<file path="src/rtl/mem_pkg.sv">
// mem_pkg: shared owner ids, FSM states and default widths for the memory arbiter.
package mem_pkg;
  localparam int AW_DEF = 8;
  localparam int DW_DEF = 16;
  localparam logic OWNER_CPU = 1'b0;
  localparam logic OWNER_HOST = 1'b1;
  typedef enum logic {S_SHARED = 1'b0, S_LOCK = 1'b1} state_e;
endpackage

</file>
<file path="src/rtl/arb_wait_counter.sv">
// arb_wait_counter: saturating starvation counter; forced is high once MAX_WAIT refusals accrue.
module arb_wait_counter #(
  parameter int MAX_WAIT = 4
) (
  input  logic clk,
  input  logic reset,
  input  logic req,
  input  logic gnt,
  input  logic freeze,
  output logic forced
);
  localparam int CW = $clog2(MAX_WAIT + 1);
  localparam logic [CW-1:0] CNT_MAX = CW'(MAX_WAIT);
  logic [CW-1:0] cnt_q, cnt_d;
  always_comb cnt_d = (gnt || !req) ? '0 : (freeze || cnt_q == CNT_MAX) ? cnt_q : cnt_q + 1'b1;
  always_ff @(posedge clk) cnt_q <= reset ? '0 : cnt_d;
  assign forced = cnt_q == CNT_MAX;
endmodule

</file>
<file path="src/rtl/mem_arbiter.sv">
// mem_arbiter: arbitrates the single-port program/data RAM between the CPU datapath and the host port.
module mem_arbiter
  import mem_pkg::*;
#(
  parameter int AW = AW_DEF,
  parameter int DW = DW_DEF,
  parameter int MAX_WAIT = 4,
  parameter bit RR_MODE = 1'b1
) (
  input  logic          clk,
  input  logic          reset,
  input  logic          cpu_req,
  input  logic          cpu_we,
  input  logic [AW-1:0] cpu_addr,
  input  logic [DW-1:0] cpu_wdata,
  output logic          cpu_gnt,
  output logic          cpu_stall,
  output logic          cpu_rvalid,
  output logic [DW-1:0] cpu_rdata,
  input  logic          host_req,
  input  logic          host_we,
  input  logic [AW-1:0] host_addr,
  input  logic [DW-1:0] host_wdata,
  output logic          host_gnt,
  output logic          host_rvalid,
  output logic [DW-1:0] host_rdata,
  input  logic          host_lock,
  output logic          mem_we,
  output logic [AW-1:0] mem_addr,
  output logic [DW-1:0] mem_wdata,
  input  logic [DW-1:0] mem_rdata,
  output logic          locked
);
  state_e state_q, state_d;
  logic last_q, last_d;
  logic [1:0] rvalid_q, rvalid_d;
  logic cpu_force, host_force, cpu_wins;
  arb_wait_counter #(.MAX_WAIT(MAX_WAIT)) u_cpu_wait (
    .clk(clk), .reset(reset), .req(cpu_req), .gnt(cpu_gnt),
    .freeze(state_q == S_LOCK), .forced(cpu_force)
  );
  arb_wait_counter #(.MAX_WAIT(MAX_WAIT)) u_host_wait (
    .clk(clk), .reset(reset), .req(host_req), .gnt(host_gnt),
    .freeze(1'b0), .forced(host_force)
  );
  // Starvation force overrides both round-robin and fixed priority.
  always_comb begin
    cpu_wins = cpu_force | (~host_force & RR_MODE & (last_q == OWNER_HOST));
    cpu_gnt = ~reset & (state_q == S_SHARED) & cpu_req & (~host_req | cpu_wins);
    host_gnt = ~reset & host_req & ((state_q == S_LOCK) | ~cpu_req | ~cpu_wins);
    cpu_stall = cpu_req & ~cpu_gnt;
    mem_we = (cpu_gnt & cpu_we) | (host_gnt & host_we);
    mem_addr = cpu_gnt ? cpu_addr : host_gnt ? host_addr : '0;
    mem_wdata = cpu_gnt ? cpu_wdata : host_gnt ? host_wdata : '0;
    last_d = cpu_gnt ? OWNER_CPU : host_gnt ? OWNER_HOST : last_q;
    rvalid_d = {host_gnt & ~host_we, cpu_gnt & ~cpu_we};
    state_d = (state_q == S_LOCK) ? (host_lock ? S_LOCK : S_SHARED)
                                  : ((host_gnt & host_lock) ? S_LOCK : S_SHARED);
    cpu_rvalid = rvalid_q[0];
    host_rvalid = rvalid_q[1];
    cpu_rdata = rvalid_q[0] ? mem_rdata : '0;
    host_rdata = rvalid_q[1] ? mem_rdata : '0;
    locked = state_q == S_LOCK;
  end
  always_ff @(posedge clk) begin
    if (reset) begin
      state_q <= S_SHARED;
      last_q <= OWNER_HOST;
      rvalid_q <= '0;
    end else begin
      state_q <= state_d;
      last_q <= last_d;
      rvalid_q <= rvalid_d;
    end
  end
endmodule
</file>
<file path="config.mk">
export PLATFORM = sky130hd
export DESIGN_NAME = mem_arbiter
export DESIGN_NICKNAME = d
export VERILOG_FILES = /design/src/rtl/mem_pkg.sv /design/src/rtl/arb_wait_counter.sv /design/src/rtl/mem_arbiter.sv
export SDC_FILE = /design/constraint.sdc
export NUM_CORES = 1
export LEC_CHECK = 0
export CORE_ASPECT_RATIO = 1.1
export CORE_MARGIN = 2
export CORE_UTILIZATION = 32
export CTS_BUF_LIST = sky130_fd_sc_hd__clkbuf_8
export CTS_CLUSTER_DIAMETER = 60
export CTS_CLUSTER_SIZE = 12
export DETAILED_ROUTE_END_ITERATION = 6
export PLACE_DENSITY = 0.82
export SYNTH_ARGS = -nofsm -noshare
export SYNTH_HDL_FRONTEND = slang
export SYNTH_HIERARCHICAL = 1
export SYNTH_SLANG_ARGS = --single-unit
</file>
<file path="constraint.sdc">
create_clock -name clk -period 2.9 [get_ports clk]
set_clock_uncertainty 0.2 [all_clocks]
set_input_delay 0.435 -clock clk [delete_from_list [all_inputs] [get_ports clk]]
set_output_delay 0.435 -clock clk [all_outputs]
set_load 0.01 [all_outputs]
</file>
==> run metrics <==
finished layout cell area=0.003002 sq mm; number of buffers created by CTS=3; Sw Ratio=0.3046; final period utilization=0.9628; Residual DRC=0; DR pass1 iterations=4; CTS H-tree depth=1; Worst EP arrival=2.16 ns; mapped cell area=approximately 0.0015 sq mm; final std cells w/o fill=376; filler cell count=slightly above 400; CP max stage cell=dfxtp_1; insertion delay to the later sink of the worst-skew pair=0.23 ns; top-count cell post-synth=and2_1; Critical Path Fanout Max=11; ANT cells=0; # clock sinks=10; largest net degree at the start of global routing=49; area growth from synthesis to layout=99.58%; Cells after Synth=181; WHS=0.3107 ns; reg2reg start=u_host_wait/cnt_q[0]; fin. max-slew vios=0; clock network power share=0.217; row count=26; top area cells in the synthesized netlist=o32ai_2 (19%), and2_1 (14%), dfxtp_1 (13%), nand2b_1 (11%), inv_1 (8.0%); total gr overflow=0; CTS tree=built; Syn. warnings=6; final hold violations=0; placed cells=371; initial antenna violation count=0; clk buf depth=2; Synth top area share=0.1947; starting density of the core=0.3279; CP Data Required Time=2.27 ns; Yosys top cell by area=o32ai_2; vias per cell=between 4 and 5; sequential power share=0.229; clk root buf=clkbuf_8; Worst path max stage delay=between 0.3 and 0.4 ns; Clock transition at path regs=0.05 ns; fraction of the yosys area taken by sequential cells=0.1331; final setup fails=0; via count=1791; final-stage net count=397; startpoint types=register; vias in the first global route=1799; Top delay family on crit path=buffers and inverters; fin crit period=approximately 2.8 ns; min-delay worst type=reg -> reg; hpwl dp=4000 um; total wire length=just under 5000 um; peak supply drop=125.1 uV; share of cells above drive strength 1=0.1438; core area=roughly 0.0046 sq mm; critical path, cell by cell=inv_1 > ha_1 > and2_1 > nand2b_1 > a211o_1 > buf_4 > o32ai_2 > dlygate4sd2_1; Int Power=between 0.4 and 0.5 mW; Bufs and invs on worst path=3; commonest cells in the netlist=and2_1 (34), inv_1 (32), nand2b_1 (26); crit end category=primary output; Yosys reg bits=10; CP startpoint=u_host_wait/cnt_q[0]; remaining antenna violation count=0; status=completed; setup_tns=0 ns; RePlAce Congestion=about 0.77; I/O pin total=134; HP Start=last_q; Fmax=roughly 360 MHz; Max Cap Viol=0; Switch Pwr=roughly 0.2 mW; die width=69.37 um; post-synthesis cell type count=30; CP Class=reg -> out; Pleak=between 1 and 1.5 nW; Die Height=75.90 um; Synth Area per Inst=8.309 sq um; top_reg_cell synth=dfxtp_1; Logic pwr share=0.554; total global routing track utilization=0.1845; number of port buffers=approximately 130; post-synthesis async set-or-reset flop share=0; EDFF count, synth=0; first-pass GRT wire length=8128 um; placed instance area=0.002955 sq mm; drt wl/cell=between 10 and 15 um; PwrDens=218.7 mW/mm^2; final core occ=0.6544; R2R setup slack=around 0.45 ns; drt initial violations=22; die area=about 0.0053 sq mm
## state kept, by name, summed over array words and instances, names as in the netlist
register and count:
locked 1, u_host_wait/cnt_q 3, last_q 1, u_cpu_wait/cnt_q 3, rvalid_q 2
## worst paths after layout
check	end	cells past startpoint
worst max-delay path	mem_wdata[9]	8
worst min-delay path	last_q	2
worst max register to register	u_cpu_wait/cnt_q[1]	10
worst min register to register	last_q	2
## per-stage QoR
| step | total power [mW] | setup slack [ns] |
|---|---|---|
| after global routing | 0.7015 | -0.004780 |
| after detailed placement | 0.5277 | -0.1288 |
| final | 0.6565 | 0.1080 |
| after global placement | 0.5220 | -0.04980 |
| after floorplan | 0.3122 | 0.3640 |
| after CTS | 0.6522 | 0.0009708 |
## layout make-up
type	count	area (sq um)	share of cell area
Clock buffer	3	41.29	0.01376
Tap cell	56	70.07	0.02334
Sequential cell	10	201.4	0.06711
Inverter	32	120.1	0.04002
Multi-Input combinational cell	128	1111	0.3702
Timing Repair Buffer	147	1458	0.4856
## repair_timing
action | 4_1_cts | 5_1_grt
resized for setup | 26 | 18
setup endpoints to repair | 26 | 20
hold buffers | 0 | 0
pin swaps | 0 | 1
setup buffers | 0 | 1
cloned | 0 | 1
## worst register-to-register path: cells and delay by family, from the launching register on
kind	cells	cell delay, ns
compound gates	1	0.32
flops	1	0.33
fa+ha+maj	1	0.21
buf+inv	3	0.42
simple gates	4	0.63
mux	1	0.25
## layer usage
metal	part of all wire	vias to the layer above	global-route usage
met3	0.079	2	0.04920
met4	0.0043	0	0.03529
li1	-	900	-
met1	0.37	806	0.1926
met2	0.54	83	0.3635
met5	0	-	0
## cells by family (layout without fill, tap and decap cells)
logic type               after synthesis  count (layout)  synth area share
AND/OR/NAND/NOR                       82              82            0.3735
buffers and inverters                 45             182            0.1406
AO/OA/AOI/OAI                         35              35            0.2870
flip-flops                            10              10            0.1331
adder cells (fa/ha/maj)                4               4           0.03328
multiplexers                           4               4           0.02995
other                                  1               3          0.002493
## power groups by stage
stage | combinational (mW) | clock (mW) | sequential, mW
4_1_cts | 0.356 | 0.146 | 0.150
3_5_place_dp | 0.375 | 0 | 0.153
3_3_place_gp | 0.369 | 0 | 0.153
6_report | 0.364 | 0.143 | 0.150
2_1_floorplan | 0.161 | 0 | 0.151
5_1_grt | 0.391 | 0.159 | 0.151
## cell usage in the layout (no fill, tap or decap), drive strengths merged, types with 4 or more instances in the layout
cell type      count
ha                 4
clkbuf             7
nor2b              4
nand2b            26
dfxtp             10
and2              34
clkdlybuf4s50    105
o32ai             25
a21oi              4
buf               14
clkdlybuf4s15      7
dlygate4sd2       16
mux2               4
and4bb             4
inv               32
Note: power is estimated with default switching activity, not from simulation.
